## src/rtl/gcd_engine.sv

```systemverilog
// gcd_engine: handshaked GCD unit, subtractive (Euclid) or binary (Stein) selected per operation.
// One operation in flight; the result is held in DONE until the consumer takes it.
//
//  state | meaning
//  IDLE  | in_ready high, waiting for an operand pair
//  CALC  | one reduction step (or termination) per cycle, iteration count running
//  DONE  | out_valid high, result held until out_ready
module gcd_engine #(
    parameter int WIDTH = 16,
    parameter int CNT_W = 16
) (
    input  logic             clk,
    input  logic             rst,
    input  logic             in_valid,
    output logic             in_ready,
    input  logic [WIDTH-1:0] in_a,
    input  logic [WIDTH-1:0] in_b,
    input  logic             in_mode,
    output logic             out_valid,
    input  logic             out_ready,
    output logic [WIDTH-1:0] out_gcd,
    output logic [CNT_W-1:0] out_cycles
);
    localparam int KW = $clog2(WIDTH) + 1;

    typedef enum logic [1:0] {S_IDLE, S_CALC, S_DONE} state_t;

    state_t           state_q, state_d;
    logic [WIDTH-1:0] a_q, a_d, b_q, b_d;
    logic [WIDTH-1:0] gcd_q, gcd_d;
    logic [KW-1:0]    k_q, k_d;
    logic             mode_q, mode_d;
    logic [CNT_W-1:0] cnt_q, cnt_d, cyc_q, cyc_d;
    logic [CNT_W-1:0] cnt_inc;
    logic             term;
    logic [WIDTH-1:0] res;

    always_comb begin
        state_d = state_q;
        a_d     = a_q;
        b_d     = b_q;
        k_d     = k_q;
        mode_d  = mode_q;
        cnt_d   = cnt_q;
        gcd_d   = gcd_q;
        cyc_d   = cyc_q;
        term    = 1'b0;
        res     = '0;
        cnt_inc = (cnt_q == '1) ? cnt_q : cnt_q + CNT_W'(1);

        case (state_q)
            S_IDLE: begin
                if (in_valid) begin
                    a_d     = in_a;
                    b_d     = in_b;
                    mode_d  = in_mode;
                    k_d     = '0;
                    cnt_d   = '0;
                    state_d = S_CALC;
                end
            end
            S_CALC: begin
                cnt_d = cnt_inc;
                // k stays zero in subtractive mode, so the shift is harmless there
                if (a_q == '0) begin
                    term = 1'b1;
                    res  = b_q << k_q;
                end else if (b_q == '0 || a_q == b_q) begin
                    term = 1'b1;
                    res  = a_q << k_q;
                end else if (!mode_q) begin
                    if (a_q > b_q) a_d = a_q - b_q;
                    else           b_d = b_q - a_q;
                end else if (!a_q[0] && !b_q[0]) begin
                    a_d = a_q >> 1;
                    b_d = b_q >> 1;
                    k_d = k_q + KW'(1);
                end else if (!a_q[0]) begin
                    a_d = a_q >> 1;
                end else if (!b_q[0]) begin
                    b_d = b_q >> 1;
                end else if (a_q > b_q) begin
                    a_d = (a_q - b_q) >> 1;
                end else begin
                    b_d = (b_q - a_q) >> 1;
                end
                if (term) begin
                    gcd_d   = res;
                    cyc_d   = cnt_inc;
                    state_d = S_DONE;
                end
            end
            S_DONE: begin
                if (out_ready) state_d = S_IDLE;
            end
            default: state_d = S_IDLE;
        endcase
    end

    always_ff @(posedge clk) begin
        if (rst) begin
            state_q <= S_IDLE;
            a_q     <= '0;
            b_q     <= '0;
            k_q     <= '0;
            mode_q  <= 1'b0;
            cnt_q   <= '0;
            gcd_q   <= '0;
            cyc_q   <= '0;
        end else begin
            state_q <= state_d;
            a_q     <= a_d;
            b_q     <= b_d;
            k_q     <= k_d;
            mode_q  <= mode_d;
            cnt_q   <= cnt_d;
            gcd_q   <= gcd_d;
            cyc_q   <= cyc_d;
        end
    end

    assign in_ready   = (state_q == S_IDLE);
    assign out_valid  = (state_q == S_DONE);
    assign out_gcd    = gcd_q;
    assign out_cycles = cyc_q;

endmodule

```

## config.mk

```make
export PLATFORM = sky130hd
export DESIGN_NAME = gcd_engine
export DESIGN_NICKNAME = d
export VERILOG_FILES = /design/src/rtl/gcd_engine.sv
export SDC_FILE = /design/constraint.sdc
export NUM_CORES = 1
export LEC_CHECK = 0
export CAP_MARGIN = 15
export CORE_ASPECT_RATIO = 1.2
export CORE_UTILIZATION = 40
export DETAILED_ROUTE_END_ITERATION = 10
export PLACE_DENSITY = 0.66
export SYNTH_ARGS = -nofsm -noshare
export SYNTH_HDL_FRONTEND = slang
export SYNTH_SLANG_ARGS = --single-unit
```

## constraint.sdc

```tcl
create_clock -name clk -period 3.44 [get_ports clk]
set_input_delay 0.688 -clock clk [delete_from_list [all_inputs] [get_ports clk]]
set_output_delay 0.688 -clock clk [all_outputs]
set_load 0.01 [all_outputs]
```

* Word level (Yosys, flattened, before mapping)
Cells that the tools add are included.
** Word-level totals
- Output and inout port bits :: 34
- Bits of input ports :: 37
- Register bits :: 88
- Word-level logic and storage cells :: 89
** Operators by class
- Reductions and logical operators :: 17
- Order comparisons :: 1
- $add $sub $neg :: 4
- Mux-type cells :: 38
- Equal/unequal tests :: 17
- Shift operators :: 2
** Operators with widths (count)
- 16-bit 2-to-1 mux :: 22
- 16-bit case mux with 2 select lines :: 3
- 16-bit logical NOT :: 2
- 16-bit by 5-bit left shift with 16-bit output :: 2
- 16-bit subtractor :: 2
- 5-bit 2-to-1 mux :: 5
- 16-bit by 1-bit adder with 16-bit output, second input constant :: 1
- 16-bit equality test :: 1
- 16-bit equality test, second input constant :: 1
- 16-bit > comparator :: 1
- 7-bit AND reduction :: 2
- 2-bit != test, second input constant :: 6
- 4-bit != test, second input constant :: 3
- 6-bit AND reduction :: 2
- 5-bit case mux with 2 select lines :: 1
- 2-bit 2-to-1 mux :: 3
- 3-bit != test, second input constant :: 2
- 2-bit case mux with 3 select lines :: 1
- 2-bit AND reduction :: 3
- 5-bit by 1-bit adder with 5-bit output, second input constant :: 1
- 5-bit != test, second input constant :: 1
- 5-bit AND reduction :: 1
- 1-bit 2-to-1 mux :: 3
- 3-bit AND reduction :: 1
- 8 further kinds :: 9

* Logic depth before layout (Yosys ltp)
Gate-level depths: netlist (run 1).
- Depth after elaboration :: 9
- Mapped depth :: 13
- Depth with buffers taken out :: 11

* Worst setup path before layout (run 1)
Ideal clock, no wire load.
- Path type :: reg-to-reg
- From :: reg a_q[7]
- To :: reg b_q[12]
- Path slack :: 652 ps
- Arrival time :: 2692 ps
- Path buffers :: 3
- Clock period less this slack :: 2788 ps
- Library setup time :: 96 ps
- Cell stages (with the launch flop) :: 13
- Data required time :: 3344 ps
- Path through :: dfxtp_1 -> inv_1 -> ha_1 -> buf_6 -> a21o_1 -> or3_4 -> o21ai_4 -> o221ai_2 -> and2_1 -> buf_6 -> a31o_4 -> buf_6 -> o41ai_2
** On the way
- Cells in the longest elaborated chain, start to end :: 9
- Elaborated cells between the ends (all ways) :: 19
- Those cells by class :: add/sub: 1; order compare: 1; eq/ne: 5; mux: 9; reduce/logical: 3
** Ends and longest elaborated chain
- start: declaration :: line 29 : logic [WIDTH-1:0] a_q, a_d, b_q, b_d;
- start signal: assignment :: line 103 : a_q <= '0;
- start signal: assignment :: line 112 : a_q <= a_d;
- 16-bit subtractor :: line 73, 85
- 16-bit 2-to-1 mux :: line 82 : end else if (a_q > b_q) begin
- 16-bit 2-to-1 mux :: line 80 : end else if (!b_q[0]) begin
- 16-bit 2-to-1 mux :: line 78 : end else if (!a_q[0]) begin
- 16-bit 2-to-1 mux :: line 74 : end else if (!a_q[0] && !b_q[0]) begin
- 16-bit 2-to-1 mux :: line 71 : end else if (!mode_q) begin
- 16-bit 2-to-1 mux :: line 68 : end else if (b_q == '0 || a_q == b_q) begin
- 16-bit 2-to-1 mux :: line 65 : if (a_q == '0) begin
- 16-bit case mux with 2 select lines :: line 51 : case (state_q)
- end signal: assignment :: line 104 : b_q <= '0;
- end signal: assignment :: line 113 : b_q <= b_d;
- end: declaration :: line 29
Parallel ways exist; a longest one is shown, timed or not. The select of a mux whose other input is x is not followed.
A chain may end at the register's enable or synchronous reset.

* Worst setup path after layout (run 1)
- From :: reg a_q[7]
- To :: reg b_q[7]
Same word-level chain as after synthesis.

==> results of run 1 <==
cell usage after synthesis, types with 5 or more instances:
| master | n |
|---|---|
| o211ai_1 | 10 |
| buf_1 | 8 |
| nand2_1 | 67 |
| o21a_1 | 9 |
| nor2b_1 | 7 |
| nand3_1 | 25 |
| a211oi_1 | 25 |
| and2_1 | 5 |
| or3_1 | 8 |
| mux4_2 | 12 |
| xor2_1 | 13 |
| a311oi_1 | 6 |
| a31oi_1 | 9 |
| nor2_1 | 86 |
| a21oi_1 | 102 |
| nor3_1 | 22 |
| xnor2_1 | 24 |
| inv_1 | 40 |
| mux2i_1 | 14 |
| nand2b_1 | 13 |
| clkbuf_1 | 44 |
| a22oi_1 | 13 |
| nand4_1 | 12 |
| nor4_1 | 10 |
| a22o_1 | 6 |
| a221oi_2 | 6 |
| o221ai_1 | 8 |
| buf_2 | 16 |
| o21ai_0 | 46 |
| a221oi_1 | 12 |
| o22ai_1 | 8 |
| ha_1 | 34 |
| a21o_1 | 21 |
| dfxtp_1 | 88 |
registers in the layout, summed over array words and instances (netlist names):
register,cells
a_q,16
b_q,16
cnt_q,16
out_cycles,16
out_gcd,16
k_q,5
state_q,2
mode_q,1
area by class of cell:
type | count | area, um^2 | share of cell area
timing repair buffer | 133 | 1170 | 0.139
multi-input combinational | 698 | 4740 | 0.565
clock buffer | 12 | 256 | 0.0306
tap | 216 | 270 | 0.0322
inverter | 42 | 158 | 0.0188
clock inverter | 4 | 33.8 | 0.00403
sequential | 88 | 1760 | 0.210
path summary, 6_finish.rpt:
| path | from | to |
|---|---|---|
| worst max-delay path | a_q[7] | b_q[7] |
| worst min-delay path | out_gcd[12] | out_gcd[12] |
| worst max register to register | a_q[7] | b_q[7] |
| worst min register to register | out_gcd[12] | out_gcd[12] |
through the flow:
step	setup slack, ns	hold slack, ns	cell area [um^2]
floorplan	0.652	0.463	6970
global placement	0.384	0.430	8100
detailed placement	0.258	0.433	8100
CTS	0.243	0.441	8390
global route	0.0650	0.462	8390
finish	0.202	0.436	8390
power by group through the flow:
stage / Clock [W] / Combinational [W] / Sequential [W]
2_1_floorplan: 0 / 0.00360 / 0.00143
3_3_place_gp: 0 / 0.00520 / 0.00141
3_5_place_dp: 0 / 0.00520 / 0.00142
4_1_cts: 0.000994 / 0.00522 / 0.00140
5_1_grt: 0.00103 / 0.00573 / 0.00142
6_report: 0.000982 / 0.00533 / 0.00140
critical path, stage by stage (launching register included):
cell and delay (ns):
dfxtp_1 0.47, inv_1 0.11, ha_1 0.36, a21o_1 0.23
or3_4 0.34, o21ai_4 0.22, o221ai_2 0.15, buf_4 0.21
a21oi_2 0.31, a221oi_1 0.13, or3_1 0.36, a221oi_1 0.25
cells by family after synthesis:
group	Yosys count
buffers and inverters	115
adders and majority gates	36
xor gates and xnor gates	37
DFF	88
muxes	30
AOI/OAI and AO/OA	320
and+or+nand+nor	275
metal layers:
layer,part of all wire,wire length (um),GRT usage,vias up
li1,-,-,-,3466
met3,0.057,1250,0.0266,57
met1,0.45,9930,0.338,3352
met2,0.46,10100,0.395,265
met4,0.035,762,0.101,0
met5,0,0,0,-
==> flow_metrics.tcl, run 1 <==
set metrics [dict create \
    status "finished clean" \
    synth-adder-area-share 0.0668 \
    gp_congestion 0.940 \
    netlist_area_um2 6970 \
    maxCapViolCount 0 \
    yosys_warnings 0 \
    placement_rows 52 \
    worst_clock_skew_ns 0.0136 \
    grt_util_all_layers 0.248 \
    synth_edf_count 0 \
    drt-initial-drc-count 713 \
    worstHoldPathType "reg -> reg" \
    ioPinCount 71 \
    placed_cells 1177 \
    setup_viol 0 \
    finalSetupTns_ns 0 \
    initial_core_util 0.410 \
    final.period_utilization 0.941 \
    drc 0 \
    fp.coreArea_um2 17000 \
    crit_fanout 12 \
    clockPowerShare 0.127 \
    grt_pass1_vias 6714 \
    drive_gt1_frac 0.122 \
    grt_pass1_wl_um 35000 \
    diodes 0 \
    rrSetupSlack_ns 0.20 \
    final_common_cell "a21oi_1" \
    power.total_w 0.00771 \
    p_leak_nw 3.02 \
    synth_top_area_share 0.253 \
    min_path_cells 2 \
    post_drt_wl_per_cell_um 18.5 \
    min_period_ns 3.24 \
    powerDensity_nw_per_um2 919 \
    required_ns 3.69 \
    portBuffers 70 \
    clockBufferDepth 2 \
    synth_cell_types 73 \
    synthXorXnorAreaFrac 0.0465 \
    combPwrFrac 0.691 \
    grt_max_degree 45 \
    cts_root_buf "clkbuf_16" \
    p_sw_w 0.00384 \
    dpl.hpwl_um 17000 \
    fillers 1663 \
    postSynthCellCount 901 \
    synth_simple_gate_area_frac 0.188 \
    cp-end-kind "flip-flop" \
    cts_num_sinks 88 \
    synthToLayoutAreaGrowth_pct 20.3 \
    grt_overflow_total 0 \
    r2r_cells 11 \
    p_int_w 0.00387 \
    vias 7140 \
    worstSetupPathType "reg -> reg" \
    rsz0062_at_grt "no" \
    max_freq_mhz 309 \
    stdcell_count 1193 \
    clkLatencyLatePin_ns 0.35 \
    yosysSeqAreaShare 0.253 \
    mostFrequentLayoutCells "a21oi_1, dfxtp_1, nor2_1, clkdlybuf4s50_1, nand2_1" \
    ys_dominant_reg_cell "dfxtp_1" \
    die_area_um2 18000 \
    muxShareOfSynthArea 0.0653 \
    relSlewSlack 0.488 \
    tightest_slew_ns 0.758 \
    cts_buffers 9 \
    die_x_um 123 \
    power_frac_seq 0.182 \
    routed_wl_um 22100 \
    syn-num-nets 974 \
    fin_util 0.494 \
    cts_hold_buffers 0 \
    drv_slew 0 \
    nets 1045 \
    cts_resized 0 \
    synth.avg_cell_area_um2 7.74 \
    drt-vias-per-instance 5.98 \
    timing.final.hold_violations 0 \
    synth_top_family_by_area "compound AO/OA/AOI/OAI gates" \
    p_sw_frac 0.498 \
    start_kind "flip-flop" \
    yosys.area.top_type "dfxtp_1" \
    first_pass_iters 5 \
    antenna_found_initial 0 \
    cts_tree "yes" \
    vdd_drop_max_mv 0.483 \
    cts_setup_buffers 0 \
    synth-seq-cells 88 \
    synth_area_leaders "dfxtp_1, a21oi_1, ha_1" \
    path_clk_slew_ns 0.07 \
    worstPathArrival_ns 3.49 \
    htreeDepth 3 \
    async_reset_ff_frac 0 \
    die_h_um 147 \
    synth_compound_area_frac 0.311 \
    postRouteAntennaNets 0 \
]
Power figures use the tool's default switching activity.
==> inputs of run 2 (changes only) <==
Settings changed: ABC_AREA set to 0, PLACE_DENSITY 0.66 to not set, PLACE_DENSITY_LB_ADDON set to 0.08.
==> run 2 against run 1 <==
  * Flip-flop and latch count did not move
  * Global-route usage up 2.9 points
  * Largest power group unchanged
  * Combinational power increased by 1%
  * Critical endpoint is now b_q[12]
==> flow_metrics.tcl, run 2 (same netlist as run 1, synthesis figures left out) <==
set metrics [dict create \
    cp-end-kind "flip-flop" \
    tightest_slew_ns 0.905 \
    die_x_um 123 \
    initial_core_util 0.410 \
    power.total_w 0.00783 \
    grt_overflow_total 0 \
    cts_buffers 9 \
    max_freq_mhz 309 \
    mostFrequentLayoutCells "a21oi_1, dfxtp_1, nor2_1, clkdlybuf4s50_1, nand2_1" \
    use_met2 0.457 \
    p_leak_nw 3.03 \
    crit_fanout 17 \
    die_area_um2 18000 \
    timing.final.hold_violations 0 \
    cts_num_sinks 88 \
    met1_usage 0.348 \
    vdd_drop_max_mv 0.463 \
    maxCapViolCount 0 \
    drive_gt1_frac 0.123 \
    max_stage_delay_ns 0.44 \
    postRouteAntennaNets 0 \
    grt_max_degree 48 \
    fillers 1665 \
    powerDensity_nw_per_um2 931 \
    use_met3 0.0402 \
    worstPathArrival_ns 3.49 \
    worst_clock_skew_ns 0.0142 \
    diodes 0 \
    path_clk_slew_ns 0.08 \
    dpl.hpwl_um 18600 \
    cts_tree "yes" \
    cts_root_buf "clkbuf_16" \
    grt_pass1_vias 6975 \
    placement_rows 52 \
    fp.coreArea_um2 17000 \
    drt-initial-drc-count 641 \
    status "finished clean" \
    gp_congestion 0.940 \
    first_pass_iters 5 \
    required_ns 3.69 \
    clockBufferDepth 2 \
    relSlewSlack 0.389 \
    post_drt_wl_per_cell_um 20.4 \
    worstSetupPathType "reg -> reg" \
    ioPinCount 71 \
    drt-vias-per-instance 6.16 \
    path_cells "inv_1, ha_1, and3_4, or3_1, o21ai_4, o221ai_2, and2_1, a31o_4, buf_4, o41ai_2" \
    start_kind "flip-flop" \
    nets 1044 \
    antenna_found_initial 0 \
    top_usage_layer "met2" \
    grt_util_all_layers 0.277 \
    rsz0062_at_grt "no" \
    grt_pass1_wl_um 38400 \
    drv_slew 0 \
    clkLatencyLatePin_ns 0.36 \
    min_period_ns 3.24 \
    portBuffers 70 \
    finalSetupTns_ns 0 \
    setup_viol 0 \
    routed_wl_um 24400 \
    crit_slowest_cell "dfxtp_1" \
    cts_setup_buffers 0 \
    rrSetupSlack_ns 0.20 \
    synthToLayoutAreaGrowth_pct 20.6 \
    final.period_utilization 0.941 \
    drc 0 \
    vias 7339 \
    htreeDepth 3 \
    die_h_um 147 \
    worstHoldPathType "reg -> reg" \
    final_common_cell "a21oi_1" \
]
## run 2: power by group
group          internal, W  switching, W  total [W]
Clock             0.000571      0.000479    0.00105
Sequential         0.00120      0.000184    0.00138
Combinational      0.00215       0.00325    0.00540
## run 2: worst paths after layout
check | from | cells after the start | to
hold / removal | out_gcd[12] | 2 | out_gcd[12]
hold reg to reg | out_gcd[12] | 2 | out_gcd[12]
setup reg to reg | a_q[5] | 10 | b_q[12]
setup / recovery | a_q[5] | 10 | b_q[12]
## run 2: critical path: cells and delay by family (launching register included)
family,cells,cell delay [ns]
AO/OA/AOI/OAI,4,0.97
adder cells (fa/ha/maj),1,0.44
buffers and inverters,2,0.31
flip-flops,1,0.44
AND/OR/NAND/NOR,3,0.94
## run 2: per-layer routing
layer / wire length (um) / part of all wire
met1: 10300 / 0.42
met2: 11900 / 0.49
met3: 1220 / 0.050
met4: 935 / 0.038
met5: 0 / 0
## run 2: final cells by class
cell class | count | area [um^2] | share of cell area
Multi-Input combinational cell | 698 | 4740 | 0.564
Inverter | 42 | 158 | 0.0188
Timing Repair Buffer | 132 | 1170 | 0.140
Tap cell | 216 | 270 | 0.0322
Sequential cell | 88 | 1760 | 0.210
Clock buffer | 9 | 225 | 0.0268
Clock inverter | 7 | 76.3 | 0.00908
## run 2: metrics by stage
step           std cells  utilization  cell area, um^2  worst slack, ns  hold WS (ns)
2_1_floorplan        901            -             6970            0.652         0.463
3_5_place_dp        1176        0.477             8100            0.149         0.444
6_report            1192        0.495             8400            0.204         0.445
4_1_cts             1192        0.495             8400            0.124         0.453
5_1_grt             1192        0.495             8400           0.0905         0.476
3_3_place_gp        1176        0.477             8100            0.331         0.430
## run 2: repair_timing
item / in CTS / in global routing
endpoints found under the setup margin: 0 / 1
resized for setup: 0 / 1
hold buffers: 0 / 0
